===== config.mk =====
export PLATFORM = sky130hd
export DESIGN_NAME = word_frame_tx
export DESIGN_NICKNAME = d
export VERILOG_FILES = /design/src/rtl/word_frame_tx.sv
export SDC_FILE = /design/constraint.sdc
export NUM_CORES = 1
export LEC_CHECK = 0
export BUFFER_PORTS_ARGS = -buffer_cell sky130_fd_sc_hd__buf_4
export CORE_MARGIN = 1
export CORE_UTILIZATION = 53
export CTS_CLUSTER_SIZE = 16
export DETAILED_ROUTE_END_ITERATION = 16
export GPL_TIMING_DRIVEN = 0
export MAX_ROUTING_LAYER = met4
export PLACE_DENSITY_LB_ADDON = 0.3
export SYNTH_ARGS = -nofsm -noshare
export SYNTH_HDL_FRONTEND = slang
export SYNTH_SLANG_ARGS = --single-unit

===== constraint.sdc =====
create_clock -name CLK -period 3.4 [get_ports CLK]
set_clock_uncertainty 0.2 [all_clocks]
set_input_delay 0.17 -clock CLK [delete_from_list [all_inputs] [get_ports CLK]]
set_output_delay 0.17 -clock CLK [all_outputs]
set_load 0.01 [all_outputs]

===== src/rtl/word_frame_tx.sv =====
// Transmit framer for the 16-bit serial-word link: sync burst after PHY_INIT,
// then payload words from a small FIFO with idle fill when empty.
module word_frame_tx #(
  parameter logic [15:0] SYNC_WORD = 16'hF731,
  parameter int unsigned SYNC_CNT  = 8,
  parameter logic [15:0] IDLE_WORD = 16'h0000,
  parameter int unsigned FIFO_AW   = 2
) (
  input  logic        RSTX,
  input  logic        CLK,
  input  logic        PHY_INIT,
  input  logic        TX_EN,
  input  logic        DIPUSH,
  input  logic [15:0] DIN,
  output logic        FULL,
  output logic        OVERFLOW,
  output logic        DOPUSH,
  output logic [15:0] DOUT,
  output logic        LINK_UP
);

  localparam int unsigned DEPTH = 1 << FIFO_AW;

  typedef enum logic [1:0] {
    ST_IDLE,
    ST_SYNC,
    ST_DATA
  } state_t;

  state_t               state_q, state_d;
  logic [7:0]           sync_cnt;
  logic [FIFO_AW-1:0]   wr_ptr, rd_ptr;
  logic [FIFO_AW:0]     count;
  logic [15:0]          mem [DEPTH];

  logic        emit, pop, push, ovf_set, sync_inc;
  logic [15:0] dout_d;

  assign FULL    = (count == (FIFO_AW + 1)'(DEPTH));
  assign LINK_UP = (state_q == ST_DATA);

  always_ff @(posedge CLK or negedge RSTX) begin
    if (!RSTX) state_q <= ST_IDLE;
    else       state_q <= state_d;
  end

  // PHY_INIT overrides everything, so every strobe is qualified with it here.
  always_comb begin
    state_d  = state_q;
    emit     = 1'b0;
    pop      = 1'b0;
    sync_inc = 1'b0;
    dout_d   = IDLE_WORD;
    push     = DIPUSH && !FULL && !PHY_INIT;
    ovf_set  = DIPUSH && FULL && !PHY_INIT;
    case (state_q)
      ST_SYNC: begin
        if (TX_EN) begin
          emit     = 1'b1;
          sync_inc = 1'b1;
          dout_d   = SYNC_WORD;
          if (sync_cnt == 8'(SYNC_CNT - 1)) state_d = ST_DATA;
        end
      end
      ST_DATA: begin
        if (TX_EN) begin
          emit = 1'b1;
          if (count != '0) begin
            pop    = 1'b1;
            dout_d = mem[rd_ptr];
          end
        end
      end
      default: ;
    endcase
    if (PHY_INIT) begin
      state_d  = ST_SYNC;
      emit     = 1'b0;
      pop      = 1'b0;
      sync_inc = 1'b0;
    end
  end

  always_ff @(posedge CLK or negedge RSTX) begin
    if (!RSTX) begin
      sync_cnt <= '0;
      wr_ptr   <= '0;
      rd_ptr   <= '0;
      count    <= '0;
      OVERFLOW <= 1'b0;
      DOPUSH   <= 1'b0;
      DOUT     <= '0;
    end else if (PHY_INIT) begin
      sync_cnt <= '0;
      wr_ptr   <= '0;
      rd_ptr   <= '0;
      count    <= '0;
      OVERFLOW <= 1'b0;
      DOPUSH   <= 1'b0;
    end else begin
      DOPUSH <= emit;
      if (emit)     DOUT     <= dout_d;
      if (sync_inc) sync_cnt <= sync_cnt + 8'd1;
      if (ovf_set)  OVERFLOW <= 1'b1;
      if (push)     wr_ptr   <= wr_ptr + FIFO_AW'(1);
      if (pop)      rd_ptr   <= rd_ptr + FIFO_AW'(1);
      case ({push, pop})
        2'b10:   count <= count + (FIFO_AW + 1)'(1);
        2'b01:   count <= count - (FIFO_AW + 1)'(1);
        default: ;
      endcase
    end
  end

  always_ff @(posedge CLK) begin
    if (push) mem[wr_ptr] <= DIN;
  end

endmodule

# --- Word level (Yosys, flattened, before mapping) ---
# Memory sizes are Yosys's and may differ from the RTL's.
# Index checks and enable logic that the tools add are counted.
classes:
  addsub: 5
  eq_ne: 6
  muxes: 30
  bitwise: 1
  reduce_logical: 18
op_table:
  columns: ["op", "n"]
  rows:
  - ["two-way mux 16 bit", 3]
  - ["one-hot mux 16 bit (2 select lines)", 1]
  - ["two-way mux 2 bit", 8]
  - ["two-way mux 8 bit", 2]
  - ["two-way mux 1 bit", 14]
  - ["nonzero test 2 bit", 7]
  - ["adder 8 x 1 -> 8 bit (second input constant)", 1]
  - ["== test 8 x 3 -> 1 bit (second input constant)", 1]
  - ["one-hot mux 3 bit (2 select lines)", 1]
  - ["nonzero test 3 bit", 2]
  - ["adder 2 x 1 -> 2 bit (second input constant)", 2]
  - ["== test 2 x 1 -> 1 bit (second input constant)", 2]
  - ["== test 2 bit (second input constant)", 2]
  - ["logical AND 1 bit", 4]
  - ["adder 3 x 1 -> 3 bit (second input constant)", 1]
  - ["== test 3 bit (second input constant)", 1]
  - ["two-way mux 3 bit", 1]
  - ["AND reduction 3 bit", 1]
  - ["subtractor 3 x 1 -> 3 bit (second input constant)", 1]
  - ["zero test 1 bit", 2]
  - ["AND reduction 2 bit", 1]
  - ["OR reduction 2 bit", 1]
  - ["inverter 1 bit", 1]
word_totals:
  ff_bits: 35
  ramBits: 64
  inputBits: 21
  output_inout_bits: 20
  word_cells: 69
  memories: 1
memory_table:
  columns: ["memory", "depth", "word_bits", "rd", "rd_ports_with_merged_regs", "write_ports", "line", "text"]
  rows:
  - ["mem", 4, 16, 1, 0, 1, "34", "logic [15:0] mem [DEPTH];"]

# --- Longest topological paths before layout ---
depth:
  ltp_word: 8
  depth_mapped: 11
  mapped_depth_nobuf: 10

# --- Worst setup path before layout ---
# OpenSTA, ideal clock, no wires.
synth_path:
  kind: "register to register"
  start: "reg state_q[0]"
  end: "reg count[2]"
  setup_time_ps: 136
  arrival_time_ps: 1976
  required_ps: 3064
  slack_ps: 1089
  path_stages_with_launch: 12
  path_buffers: 1
  synth_period_minus_slack_ps: 2311
  cell_sequence: "dfrtp_1 > inv_1 > ha_1 > o311a_1 > clkbuf_1 > nand2_1 > nor2_1 > fa_1 > nand2_1 > nor3_1 > o21a_1 > nor3_1"
synth_via:
  elab_chain_len: 6
  word_cells_on_any_way: 8
  cone_classes: "eq/ne (3); mux (4); reduce/logical (1)"
synth_lines:
  columns: ["item", "line", "text"]
  rows:
  - ["start, declared", "30", "state_t state_q, state_d;"]
  - ["start signal, assigned", "44", "else state_q <= state_d;"]
  - ["== test 2 bit *", null, null]
  - ["net LINK_UP", "19", "output logic LINK_UP"]
  - ["two-way mux 1 bit *", "56", "case (state_q)"]
  - ["two-way mux 1 bit *", "76", "if (PHY_INIT) begin"]
  - ["== test 2 x 1 -> 1 bit or == test 2 bit (tied branches)", "107", "case ({push, pop})"]
  - ["one-hot mux 3 bit (2 select lines)", "107", null]
  - ["two-way mux 3 bit", "93", "end else if (PHY_INIT) begin"]
  - ["end signal, assigned", "108", "2'b10: count <= count + (FIFO_AW + 1)'(1);"]
  - ["end signal, assigned", "109", "2'b01: count <= count - (FIFO_AW + 1)'(1);"]
  - ["end, declared", "33", "logic [FIFO_AW:0] count;"]
# Mark *: on every way through the listed nets, which the timed path passes. The rest lies on a longest branch.
# A chain may end at the register's enable or synchronous reset.

# --- Worst setup path in the final report ---
layout_path:
  start: "in PHY_INIT"
  end: "reg count[2]"
layout_via:
  elab_chain_len: 5
  word_cells_on_any_way: 8
  cone_classes: "eq/ne (2); mux (3); reduce/logical (3)"
layout_lines:
  columns: ["item", "line", "text"]
  rows:
  - ["start, declared", "11", "input logic PHY_INIT,"]
  - ["zero test 1 bit", "54", "push = DIPUSH && !FULL && !PHY_INIT;"]
  - ["logical AND 1 bit", "54", null]
  - ["== test 2 x 1 -> 1 bit or == test 2 bit (tied branches)", "107", null]
  - ["one-hot mux 3 bit (2 select lines)", "107", null]
  - ["two-way mux 3 bit", "93", null]
# Several ways; a longest one is shown, not always the timed one.

==> impl_metrics.ini <==
[outcome]
status = completed

[floorplanning]
start_util_pct = 54.7
io_pins = 41
die_w_um = 88.5
die_area_um2 = 7840
rows = 31
fp.dieH_um = 88.5
core-area_um2 = 7250

[synth]
ys_async_sr_fraction_pct = 35.4
synth_area_um2 = 3970
ys_top_cells_by_area = edfxtp_1, dfrtp_1, mux4_2
yosysWarnings = 0
synth_top_area_share_pct = 48.4
yosysSeqAreaShare_pct = 70.5
netlist-cell-type-count = 36
avgSynthCellArea_um2 = 15.9
synth.most_common_cell = edfxtp_1
synth-edff-count = 64
synth_flop_cell = edfxtp_1
synth_largest_area_cell = edfxtp_1
synth_seq_cells = 99
synth_fp_nets = 278
yosys-top-cells-count = edfxtp_1, dfrtp_1, nor2_1
synth_cells = 249

[power]
powerDensity_nw_per_um2 = 446
net-switching-power_uw = 483
seqPwrFrac_pct = 62.4
p_sw_share_pct = 22.7
intPower_mw = 1.64
p_comb_share_pct = 5.6
cellLeakagePower_nw = 1.77
peakVddDrop_v = 0.000314
clkPwrFrac_pct = 32.0

[grt]
grt_pass1_wl_mm = 11.6
gr-usage-all-layers_pct = 21.2
grt_overflow = 0
antenna_found_initial = 0
grt_max_degree = 36
grt_pass1_vias = 2323

[clock_network]
cts_htree_levels = 3
cts_setup_buffers = 0
root_buffer = clkbuf_8
clk_latency_ns = 0.35
cts_buffers = 9
clk_path_buf_depth = 2
cts_tree = done
clkSinkCount = 99
path_clk_slew_ns = 0.10

[routing]
route.detailed.drc = 0
ant_nets = 0
drtIter0Drc = 152
drt_wl_total_mm = 7.00
wl_per_cell_um = 16.6
dr.pass1.iters = 4
viasPerCell = 5.34
num_vias = 2258

[worst_setup_path]
cp_cell_sequence = dlygate4sd3_1, buf_4, clkbuf_1, clkbuf_1, nor2_1, fa_1, a211oi_2, o21a_1, nor3_1
cp_slowest_cell = dlygate4sd3_1
crit_arrival_ns = 2.63
worstPathRequired_ns = 3.41
cpPeakStageDelay_ns = 0.54
end_kind = register
path_class = input port to register
worst-path-buf-inv = 4
crit_fanout = 10
cp_common_cell = clkbuf_1
path_delay_family = buffers and inverters
start_kind = input port

[finish]
n_antenna_cell = 0
final_core_util_pct = 65.7
fill_cells = 531
nets = 348
area_delta_synth_final_pct = 20.1
drive_gt1_share_pct = 25.3
stdcell_area_um2 = 4770

[placed_design]
routabilityCongestion = 0.722
hpwl_mm = 4.47
placed_area_um2 = 4380
io_buffers = 39

[timing]
rsz0062_at_grt = false
period_minus_slack_ns = 2.61
finalCritPeriodShare_pct = 76.9
clock.fmax_mhz = 382
final-setup-viol-count = 0
whs_ns = 0.127
fin_setup_tns_ns = 0
worst_pin_slew_ns = 0.872
hold_viol_final = 0
relSlewSlack_pct = 41.8
drv_slew = 0

[hold_path]
hold_path_class = input port to asynchronous set/reset pin

[flow_run]
cap_violations = 0
[flip-flops by register name, indices dropped and copies added (netlist names)]
register  count
mem          64
DOUT         16
sync_cnt      8
count         3
rd_ptr        2
state_q       2
wr_ptr        2
DOPUSH        1
OVERFLOW      1
[worst paths after layout]
path                                  from       end  slack (ns)  depth (start not counted)
max in group asynchronous             RSTX   DOUT[0]        2.53                          2
worst min-delay path                  RSTX   DOUT[3]        0.13                          2
worst min register to register     DOUT[2]   DOUT[2]        0.31                          1
min in group CLK                   DOUT[2]   DOUT[2]        0.31                          1
worst max register to register  state_q[0]  count[2]        0.81                         11
worst max-delay path              PHY_INIT  count[2]        0.79                          9
[area by class of cell]
class                   instances  area (um^2)  area share [%]
flip-flops and latches         99         2800            58.7
clock inverters                 6         53.8            1.13
clock buffers                  10          128            2.68
multi-input cells             133         1090            23.0
repair buffers                 59          493            10.3
plain buffers                   9         45.0           0.945
inverters                       8         30.0           0.630
well taps                      99          124            2.60
[power groups by stage]
| stage | registers, mW | clock network [mW] | logic (mW) |
|---|---|---|---|
| after floorplan | 1.35 | 0 | 0.0503 |
| after global placement | 1.35 | 0 | 0.0986 |
| after detailed placement | 1.35 | 0 | 0.102 |
| after CTS | 1.33 | 0.693 | 0.120 |
| after global routing | 1.33 | 0.745 | 0.134 |
| final | 1.33 | 0.680 | 0.119 |
[routing by layer]
metal | track usage (%) | vias to the layer above | wire, um | share of wire (%)
met5 | - | - | 0 | 0
met4 | 7.62 | 0 | 87 | 1.2
met3 | 3.64 | 9 | 195 | 2.8
met2 | 32.7 | 42 | 3530 | 50
met1 | 28.6 | 1149 | 3190 | 46
li1 | - | 1058 | - | -
[logic make-up (layout without fill, tap and decap cells)]
group / count (synthesis) / count (layout) / synth area share, %
fa+ha+maj: 8 / 8 / 2.71
simple gates: 69 / 69 / 8.04
flops: 99 / 99 / 70.5
mux: 18 / 18 / 9.71
xor+xnor: 9 / 9 / 2.18
buf+inv: 17 / 92 / 1.89
compound gates: 29 / 29 / 4.95
[layout by cell type (no fill, tap or decap), drive strengths merged]
| cell type | Yosys | routed |
|---|---|---|
| nor3 | 4 | 4 |
| clkinv | 0 | 4 |
| inv | 8 | 8 |
| xnor2 | 6 | 6 |
| nand2 | 20 | 20 |
| buf | 5 | 44 |
| dfrtp | 35 | 35 |
| ha | 7 | 7 |
| nand4 | 1 | 1 |
| mux2i | 1 | 1 |
| nor4 | 1 | 1 |
| nand3 | 5 | 5 |
| mux4 | 16 | 16 |
| dlygate4sd3 | 0 | 20 |
| nor2b | 1 | 1 |
| o21a | 1 | 1 |
| a21oi | 16 | 16 |
| mux2 | 1 | 1 |
| o311a | 1 | 1 |
| a21o | 1 | 1 |
| edfxtp | 64 | 64 |
| a211oi | 1 | 1 |
| a22o | 6 | 6 |
| and2 | 4 | 4 |
| or3b | 1 | 1 |
| xor2 | 3 | 3 |
| or3 | 3 | 3 |
| fa | 1 | 1 |
| o21ai | 2 | 2 |
| nor2 | 26 | 26 |
| clkinvlp | 0 | 2 |
| clkbuf | 4 | 14 |
| or4 | 1 | 1 |
| nand2b | 2 | 2 |
| o311ai | 1 | 1 |
[timing repair]
item / CTS / global route
hold buffers: 20 / 0
gates resized for setup: 0 / 0
hold endpoints to repair: 103 / 0
[metrics by stage]
step / power, mW / instances / worst slack [ns]
after detailed placement: 1.46 / 387 / 0.799
final: 2.13 / 423 / 0.786
after global routing: 2.21 / 423 / 0.540
after floorplan: 1.40 / 249 / 1.09
after global placement: 1.45 / 387 / 0.834
after CTS: 2.14 / 423 / 0.772
No activity file was read; power rests on OpenSTA's default activity.
